<file path="config.mk">
export PLATFORM = sky130hd
export DESIGN_NAME = rv32i_boot_ctrl
export DESIGN_NICKNAME = d
export VERILOG_FILES = /design/src/rtl/rv32i_boot_ctrl.sv
export SDC_FILE = /design/constraint.sdc
export NUM_CORES = 1
export LEC_CHECK = 0
export BUFFER_PORTS_ARGS = -buffer_cell sky130_fd_sc_hd__buf_2
export CORE_AREA = 5 5 132 134
export DETAILED_ROUTE_END_ITERATION = 16
export DIE_AREA = 0 0 137 139
export PLACE_DENSITY_LB_ADDON = 0.05
export SLEW_MARGIN = 25
export SYNTH_ARGS = -nofsm -noshare
export SYNTH_HDL_FRONTEND = slang
export SYNTH_SLANG_ARGS = --single-unit
export TNS_END_PERCENT = 30
</file>
<file path="constraint.sdc">
create_clock -name clk -period 6.4 [get_ports clk]
set_input_delay 1.92 -clock clk [delete_from_list [all_inputs] [get_ports clk]]
set_output_delay 1.92 -clock clk [all_outputs]
set_load 0.005 [all_outputs]
</file>
<file path="src/rtl/rv32i_boot_ctrl.sv">
// rv32i_boot_ctrl: boot and run controller for an RV32I core.
// Streams a program image into instruction memory, holds the core in reset
// for RST_HOLD cycles, releases it, then watches the PC for a halt address
// or a cycle budget.
// Optional feature macro: BOOT_WB_SIG_EN builds a rotate-xor signature of
// the core writeback bus; without it sig is tied to zero.
module rv32i_boot_ctrl #(
  parameter int unsigned ADDR_W    = 8,
  parameter int unsigned RST_HOLD  = 2,
  parameter int unsigned TIMEOUT_W = 16
) (
  input  logic                 clk,
  input  logic                 reset_n,
  input  logic                 ld_valid,
  output logic                 ld_ready,
  input  logic [31:0]          ld_data,
  input  logic                 ld_last,
  output logic                 imem_we,
  output logic [ADDR_W-1:0]    imem_addr,
  output logic [31:0]          imem_wdata,
  output logic                 core_reset,
  input  logic [31:0]          pc,
  input  logic [31:0]          wb,
  input  logic [31:0]          halt_pc,
  input  logic [TIMEOUT_W-1:0] run_cycles,
  input  logic                 restart,
  output logic [ADDR_W:0]      word_count,
  output logic                 done,
  output logic                 timeout,
  output logic [31:0]          sig
);

  localparam int unsigned HOLD_W = (RST_HOLD > 1) ? $clog2(RST_HOLD) : 1;
  localparam logic [HOLD_W-1:0]    HOLD_LAST = HOLD_W'(RST_HOLD - 1);
  localparam logic [HOLD_W-1:0]    HOLD_ONE  = HOLD_W'(1);
  localparam logic [ADDR_W:0]      WC_ONE    = (ADDR_W+1)'(1);
  localparam logic [TIMEOUT_W-1:0] TO_ONE    = TIMEOUT_W'(1);

  typedef enum logic [2:0] {
    S_LOAD,
    S_HOLD,
    S_RUN,
    S_DONE,
    S_TIMEOUT
  } state_t;

  state_t                 state;
  state_t                 state_nxt;
  logic [HOLD_W-1:0]      hold_cnt;
  logic [TIMEOUT_W-1:0]   run_cnt;
  logic [TIMEOUT_W-1:0]   budget;
  logic                   accept;
  logic                   fill_last;
  logic                   hold_done;
  logic                   halt_hit;
  logic                   budget_hit;
  logic                   restart_take;

  // Status decode: beat handshake, hold completion, run-end conditions.
  always_comb begin
    accept       = ld_valid & ld_ready;
    // The beat being accepted occupies the last free slot.
    fill_last    = (word_count[ADDR_W-1:0] == '1);
    hold_done    = (state == S_HOLD) && (hold_cnt == HOLD_LAST);
    halt_hit     = (pc == halt_pc);
    budget_hit   = (budget != '0) && (run_cnt == (budget - TO_ONE));
    restart_take = restart && ((state == S_DONE) || (state == S_TIMEOUT));
  end

  // State register.
  always_ff @(posedge clk or negedge reset_n) begin
    if (!reset_n) begin
      state <= S_LOAD;
    end else begin
      state <= state_nxt;
    end
  end

  // Next-state and state-decoded outputs.
  always_comb begin
    state_nxt  = state;
    ld_ready   = 1'b0;
    core_reset = 1'b1;
    done       = 1'b0;
    timeout    = 1'b0;
    case (state)
      S_LOAD: begin
        // Gated by reset_n so the handshake is dead while reset is held.
        ld_ready = reset_n;
        if (accept && (ld_last || fill_last)) begin
          state_nxt = S_HOLD;
        end
      end
      S_HOLD: begin
        if (hold_done) begin
          state_nxt = S_RUN;
        end
      end
      S_RUN: begin
        core_reset = 1'b0;
        // Halt is tested first so it wins over a coincident timeout.
        if (halt_hit) begin
          state_nxt = S_DONE;
        end else if (budget_hit) begin
          state_nxt = S_TIMEOUT;
        end
      end
      S_DONE: begin
        done = 1'b1;
        if (restart) begin
          state_nxt = S_LOAD;
        end
      end
      S_TIMEOUT: begin
        timeout = 1'b1;
        if (restart) begin
          state_nxt = S_LOAD;
        end
      end
      default: begin
        state_nxt = S_LOAD;
      end
    endcase
  end

  // Load path: one registered memory write per accepted beat.
  always_ff @(posedge clk or negedge reset_n) begin
    if (!reset_n) begin
      imem_we    <= 1'b0;
      imem_addr  <= '0;
      imem_wdata <= '0;
      word_count <= '0;
    end else begin
      imem_we <= accept;
      if (accept) begin
        imem_addr  <= word_count[ADDR_W-1:0];
        imem_wdata <= ld_data;
        word_count <= word_count + WC_ONE;
      end else if (restart_take) begin
        word_count <= '0;
      end
    end
  end

  // Reset hold counter; runs only while in HOLD.
  always_ff @(posedge clk or negedge reset_n) begin
    if (!reset_n) begin
      hold_cnt <= '0;
    end else if (state == S_HOLD) begin
      hold_cnt <= hold_cnt + HOLD_ONE;
    end else begin
      hold_cnt <= '0;
    end
  end

  // Run cycle counter; budget latched on RUN entry so later changes are ignored.
  always_ff @(posedge clk or negedge reset_n) begin
    if (!reset_n) begin
      run_cnt <= '0;
      budget  <= '0;
    end else if (hold_done) begin
      run_cnt <= '0;
      budget  <= run_cycles;
    end else if (state == S_RUN) begin
      run_cnt <= run_cnt + TO_ONE;
    end else if (restart_take) begin
      run_cnt <= '0;
    end
  end

`ifdef BOOT_WB_SIG_EN
  logic [31:0] sig_q;

  // Writeback signature: rotate left by one, fold in wb, every RUN cycle.
  always_ff @(posedge clk or negedge reset_n) begin
    if (!reset_n) begin
      sig_q <= '0;
    end else if (state == S_RUN) begin
      sig_q <= {sig_q[30:0], sig_q[31]} ^ wb;
    end else if (restart_take) begin
      sig_q <= '0;
    end
  end

  assign sig = sig_q;
`else
  logic unused_wb;

  assign unused_wb = ^wb;
  assign sig       = '0;
`endif

endmodule

</file>
==> Word level (Yosys, flattened, before mapping) <==
Index checks and enable logic that the tools add are counted.
{ "totals": {"elab_cells": 52, "memories": 0, "inputBits": 149, "ff_bits": 86, "romBits": 0, "latch_bits": 0, "ram_bits": 0} }
{ "op_classes": {"n_lt_le_gt_ge": 0, "n_bitwise": 1, "mux": 16, "div": 0, "addsub": 4, "mul": 0, "n_eq_ne": 11, "shift": 0, "reduce_logical": 12} }
{ "op_table": {"columns": ["operator", "n"], "rows": [
  ["2-to-1 mux 16 bit", 3],
  ["== test 32 bit", 1],
  ["2-to-1 mux 9 bit", 2],
  ["adder 16 x 1 -> 16 bit, second input constant", 1],
  ["== test 16 bit", 1],
  ["nonzero test 16 bit", 1],
  ["subtractor 16 x 1 -> 16 bit, second input constant", 1],
  ["2-to-1 mux 3 bit", 5],
  ["one-hot mux 3 bit (4 select lines)", 1],
  ["adder 9 x 1 -> 9 bit, second input constant", 1],
  ["== test 8 bit, second input constant", 1],
  ["== test 3 x 2 -> 1 bit, second input constant", 2],
  ["2-to-1 mux 1 bit", 5],
  ["logical AND 1 bit", 4],
  ["!= test 2 bit, second input constant", 2],
  ["AND reduction 4 bit", 1],
  ["== test 3 x 1 -> 1 bit, second input constant", 1],
  ["== test 3 bit, second input constant", 1],
  ["logical NOT 3 bit", 1],
  ["!= test 3 bit, second input constant", 1],
  ["nonzero test 3 bit", 1],
  ["logical OR 1 bit", 2],
  ["!= test 2 x 1 -> 1 bit, second input constant", 1],
  ["nonzero test 2 bit", 1],
  ["other kinds (3)", 3]
]} }

==> Longest topological paths before layout <==
Gate-level depths: netlist (run 1).
{ "logic_depth": {"ltp_word": 6, "ltp_mapped": 9, "depth_no_buf": 9} }

==> Worst setup path before layout (run 1) <==
OpenSTA, ideal clock, no wires.
{ "synth_timing": {"path_type": "input -> output", "start": "input reset_n", "end": "output ld_ready", "path_slack_ns": 2.435, "stages": 1, "arrival_ns": 2.045, "n_path_buf": 0, "path_cell_list": "and2_1"} }
{ "synth_between": {"elab_chain_cells": 1} }
{ "synth_rtl": {"columns": ["element", "line_no", "rtl"], "rows": [
  ["start, declared", "13", "input logic reset_n,"],
  ["2-to-1 mux 1 bit", "86", "case (state)"],
  ["end, declared", "15", "output logic ld_ready,"]
]} }
Every way passes these cells.

==> Worst setup path in the final report (run 1) <==
Same ends and word-level chain as after synthesis.

==> results_dict.tcl, run 1 <==
set metrics [dict create \
    fin_crit_ps 4530 \
    drc_errors 0 \
    drtAntennaViolNets 0 \
    grt_util_all_layers_pct 13.5 \
    worst_slew_pin_slew_ps 777 \
    coreArea_sq_um 16200 \
    syn-mean-instance-area_sq_um 8.92 \
    drv_cap 0 \
    syn_inst 528 \
    first_global_vias 4082 \
    die_x_microns 137 \
    cts-resized-gates 0 \
    drive_gt1_share_pct 30.9 \
    min_path_type "reg -> reg" \
    io_pins 235 \
    hold_viol_final 0 \
    synth_seq_cells 86 \
    grt_start_max_net_pins 58 \
    clkTransAtPathRegs_ps 60 \
    tritoncts "built" \
    place_hpwl_microns 9550 \
    status "complete, no violations" \
    die_h_microns 139 \
    vias 4125 \
    synth_cell_types 49 \
    fin_ws_ps 1870 \
    max_stage_delay_ps 370 \
    min_period_over_period_pct 70.7 \
    slowest_stage "buf_4" \
    firstDrtPassIters 4 \
    critical_path_required_ps 4480 \
    peakVddDrop_mv 0.122 \
    vias_per_cell 4.49 \
    portBuffers 170 \
    postCtsHoldBufs 0 \
    gr-total-overflow 0 \
    path_class "in -> out" \
    cts_buffer_depth 2 \
    rsz0062_at_grt "false" \
    clock_sinks 86 \
    start_util_pct 29.1 \
    fin_setup_tns_ps 0 \
    clk-insertion-delay-late_ps 340 \
    dp_cells 901 \
    synth_area_sq_um 4710 \
    ys_warn_count 0 \
    max_freq_mhz 221 \
    placed_cell_area_sq_um 5690 \
    fin_skew_ps 6.31 \
    crit_fanout 33 \
    fp.dieArea_sq_um 19000 \
    synth_edf_count 0 \
    grt_first_pass_wirelength_microns 20700 \
    post-place-ws_ps 1820 \
    crit_path_end_kind "output port" \
    gp_congestion 0.776 \
    diodes 0 \
    stdcell_count 918 \
    post-cts-setup-buffers 0 \
    fin_area_sq_um 6000 \
    ys_seq_area_share_pct 45.7 \
    drtIter0Drc 153 \
    ys.flop_type "dfrtp_1" \
    power.leakage_nw 3.20 \
    antenna_found_initial 0 \
    rows 47 \
    powerDensity_nw_per_um2 217 \
    slew_headroom_pct 48.2 \
    wl_microns 13000 \
    cts_htree_levels 3 \
    nets 845 \
    startpoint_type "primary input" \
    drv_slew 0 \
    path_cells "buf_4 > and2_1 > buf_2" \
    areaGrowthSynthToFinish_pct 27.3 \
    root_buffer "clkbuf_16" \
    worst_ep_arrival_time_ps 2610 \
    wire_per_inst_microns 14.1 \
    async_flop_share_pct 100 \
    setup_violations 0 \
    cts_buffers 9 \
]
==> worst max-delay path, delay by kind of cell <==
kind / cells / cell delay (ps)
and+or+nand+nor: 1 / 190
buffers and inverters: 2 / 480
==> where the power goes <==
part / switching, mW / total, mW / internal, mW
registers: 0.0260 / 0.606 / 0.580
clock network: 0.230 / 0.534 / 0.303
logic: 0.0799 / 0.158 / 0.0783
==> cells by family (layout without fill, tap and decap cells) <==
| kind of cell | count (synthesis) | after routing | share of synthesized area, % |
|---|---|---|---|
| mux | 17 | 17 | 3.96 |
| other cells | 1 | 32 | 0.0796 |
| flops | 86 | 86 | 45.7 |
| fa+ha+maj | 3 | 3 | 0.797 |
| simple gates | 236 | 236 | 23.4 |
| compound gates | 70 | 70 | 8.66 |
| buf+inv | 62 | 201 | 7.52 |
| xor+xnor | 53 | 53 | 9.86 |
==> registers in the layout, indices dropped and copies added, names as in the netlist <==
name and flops:
imem_wdata 32, imem_we 1, state 3, imem_addr 8, word_count 9, budget 16, hold_cnt 1, run_cnt 16
==> layout make-up <==
cell class                 instances  area (sq um)
fill                            1663         10200
multi-input combinational        411          2330
sequential                        86          2150
timing repair buffer             176           902
tap                              220           275
clock buffer                       9           225
clock inverter                     7          72.6
inverter                           9          33.8
==> through the flow <==
step                hold WS (ps)  power (mW)  utilization (%)
global placement             452       0.775             35.2
detailed placement           457       0.779             35.2
finish                       468        1.30             37.1
global route                 494        1.37             37.1
CTS                          471        1.33             37.0
floorplan                    422       0.690                -
==> synthesized netlist by cell type, types with 10 or more instances <==
master,number,area [sq um]
dfrtp_1,86,2150
xnor2_1,10,87.6
nor4_1,11,68.8
o21ai_0,42,210
clkbuf_1,17,63.8
xor2_1,43,377
nand2_1,147,552
nor2_1,17,63.8
buf_4,32,240
mux2_2,13,146
==> final timing paths <==
path / endpoint / startpoint / cells past startpoint / slack (ps)
worst max-delay path: ld_ready / reset_n / 3 / 1870
worst min-delay path: hold_cnt / hold_cnt / 1 / 470
worst max register to register: state[1] / state[1] / 8 / 3550
worst min register to register: hold_cnt / hold_cnt / 1 / 470
max in group asynchronous: imem_wdata[11] / reset_n / 2 / 3740
min in group asynchronous: imem_addr[4] / reset_n / 1 / 1530
==> cells in the final DEF (no fill, tap or decap), types with 8 or more instances in the layout <==
| cell type | Yosys | layout |
|---|---|---|
| nor2_1 | 17 | 17 |
| inv_1 | 8 | 8 |
| conb_1 | 1 | 32 |
| nand2_1 | 147 | 147 |
| nand4_1 | 9 | 9 |
| nand3_1 | 9 | 8 |
| buf_2 | 1 | 169 |
| a21oi_1 | 9 | 9 |
| o21ai_0 | 42 | 42 |
| xnor2_1 | 10 | 10 |
| mux2_2 | 13 | 13 |
| clkbuf_16 | 0 | 9 |
| nor4_1 | 11 | 11 |
| dfrtp_1 | 86 | 86 |
| and3_1 | 9 | 9 |
| xor2_1 | 43 | 43 |
==> per-layer routing <==
layer / wire length [microns] / part of all wire, % / global-route usage (%)
met3: 767 / 5.9 / 3.37
met2: 6080 / 47 / 22.1
met4: 261 / 2.0 / 4.52
met5: 0 / 0 / 0
met1: 5870 / 45 / 17.5
Note: power is estimated with default switching activity, not from simulation.
==> inputs of run 2 (changes only) <==
==> constraint.sdc (replaced) <==
create_clock -name clk -period 4 [get_ports clk]
set_input_delay 1.2 -clock clk [delete_from_list [all_inputs] [get_ports clk]]
set_output_delay 1.2 -clock clk [all_outputs]
set_load 0.005 [all_outputs]
==> run 2 against run 1 <==
- combinational power up 61%
- sequential power up 60%
- sequential share of layout area down 0.33 points
- critical path depth unchanged
- sequential cell count unchanged
- non-clock buffer count unchanged
- die area unchanged
- register-to-register slack worse by 2200 ps
- hold slack worse by 15 ps
- design area up 0.92%
- clock power up 93%
- wire length down 1.9%
- largest cell class unchanged
- largest power group is now the clock network
==> results_dict.tcl, run 2 (synthesized netlist as in run 1, its figures left out) <==
set metrics [dict create \
    tritoncts "built" \
    clock_sinks 86 \
    wire_per_inst_microns 13.9 \
    gp_congestion 0.761 \
    nets 845 \
    drtIter0Drc 150 \
    path_class "reg -> out" \
    r2r_start "budget[0]" \
    die_h_microns 139 \
    fin_util_pct 37.4 \
    critical_path_required_ps 2800 \
    fin_setup_tns_ps 0 \
    p_comb_share_pct 11.3 \
    final_cell_mix "buf_2 (169), nand2_1 (147), dfrtp_1 (86)" \
    peakVddDrop_mv 0.209 \
    hold_viol_final 0 \
    antenna_found_initial 0 \
    reg.largest.list "imem_wdata: 32 flops, budget: 16 flops, run_cnt: 16 flops" \
    dp_cells 902 \
    powerDensity_nw_per_um2 371 \
    drc_errors 0 \
    min_to "hold_cnt" \
    grt_start_max_net_pins 75 \
    hold_ws_ps 453 \
    power.leakage_nw 3.22 \
    cts_htree_levels 3 \
    rsz0062_at_grt "false" \
    io_pins 235 \
    root_buffer "clkbuf_16" \
    place_hpwl_microns 9440 \
    drv_slew 0 \
    drtAntennaViolNets 0 \
    cts_buffer_depth 2 \
    worstReg2RegEnd "state[1]" \
    fin_ws_ps 851 \
    crit_fanout 18 \
    postCtsHoldBufs 0 \
    min_path_type "reg -> reg" \
    drive_gt1_share_pct 30.8 \
    worst_slew_pin_slew_ps 710 \
    max_freq_mhz 318 \
    slew_headroom_pct 52.7 \
    areaGrowthSynthToFinish_pct 28.5 \
    clk-insertion-delay-late_ps 340 \
    diodes 0 \
    cts_buffers 9 \
    post-cts-setup-buffers 0 \
    sw_frac_of_total_pct 23.2 \
    wl_microns 12700 \
    min_period_over_period_pct 78.7 \
    grt_util_all_layers_pct 13.1 \
    clkTransAtPathRegs_ps 60 \
    min_from "hold_cnt" \
    grt_first_pass_wirelength_microns 20100 \
    status "complete, no violations" \
    worst_ep_arrival_time_ps 1950 \
    seq_power_share_pct 43.1 \
    power_frac_clock_pct 45.6 \
    firstDrtPassIters 4 \
    startpoint_type "flop" \
    stdcell_count 917 \
    top_register "imem_wdata" \
    cts-resized-gates 0 \
    portBuffers 170 \
    fin_skew_ps 8.41 \
    worstRegToRegCells 9 \
    largest_reg_flops 32 \
    die_x_microns 137 \
    hold_depth 1 \
    vias 4084 \
    path_cells "nor3b_1 > clkinv_1 > buf_2" \
    first_global_vias 3872 \
    p_int_mw 1.73 \
    gr-total-overflow 0 \
    max_stage_delay_ps 500 \
    fp.dieArea_sq_um 19000 \
    fin_crit_ps 3150 \
    power_switching_uw 522 \
    slowest_stage "dfrtp_1" \
    rows 47 \
    vias_per_cell 4.45 \
    drv_cap 0 \
    mostFrequentLayoutCell "buf_2" \
    start_util_pct 29.1 \
    setup_violations 0 \
    coreArea_sq_um 16200 \
    crit_path_end_kind "output port" \
    reg2reg_setup_slack_ps 1370 \
    post-place-ws_ps 1030 \
]
run 2: cell count changes in the layout (fill, tap and decap cells not counted), sizes merged:
cell	change
clkinv	-2
clkinvlp	-2
bufinv	+3
run 2: metal layers:
metal | global-route usage [%] | routed length [microns] | up-vias
li1 | - | - | 2042
met1 | 17.0 | 5620 | 1915
met2 | 21.6 | 6100 | 114
met3 | 3.23 | 821 | 13
met4 | 3.94 | 190 | 0
met5 | 0 | 0 | -
run 2: cell type report:
| cell class | instances | area [sq um] |
|---|---|---|
| clock buffers | 9 | 225 |
| clock inverters | 6 | 134 |
| fillers | 1700 | 10100 |
| inverters | 9 | 33.8 |
| multi-input cells | 411 | 2330 |
| flip-flops and latches | 86 | 2150 |
| well taps | 220 | 275 |
| repair buffers | 176 | 902 |
run 2: power by group through the flow:
stage	registers (mW)	logic, mW	clock network (mW)
detailed placement	0.985	0.262	0
CTS	0.968	0.262	1.07
finish	0.967	0.255	1.03
global route	0.977	0.290	1.09
floorplan	0.981	0.124	0
global placement	0.983	0.256	0
run 2: worst max path at each step:
stage	startpoint	end	slack, ps	cells past startpoint
4_1_cts	state[1]	core_reset	800	3
3_3_place_gp	reset_n	state[1]	1050	7
5_1_grt	state[1]	core_reset	650	3
2_1_floorplan	state[1]	core_reset	1240	4
3_5_place_dp	reset_n	state[1]	1030	7
6_report	state[1]	core_reset	850	3
run 2: metrics by stage:
stage,cell area (sq um),total power [mW]
final,6050,2.25
after global routing,6050,2.36
after CTS,6050,2.30
after detailed placement,5690,1.25
after global placement,5690,1.24
after floorplan,4820,1.10
run 2: critical path, delay by kind of cell, from the launching register on:
kind,cells,cell delay (ps)
buf+inv,2,790
flops,1,500
simple gates,1,310
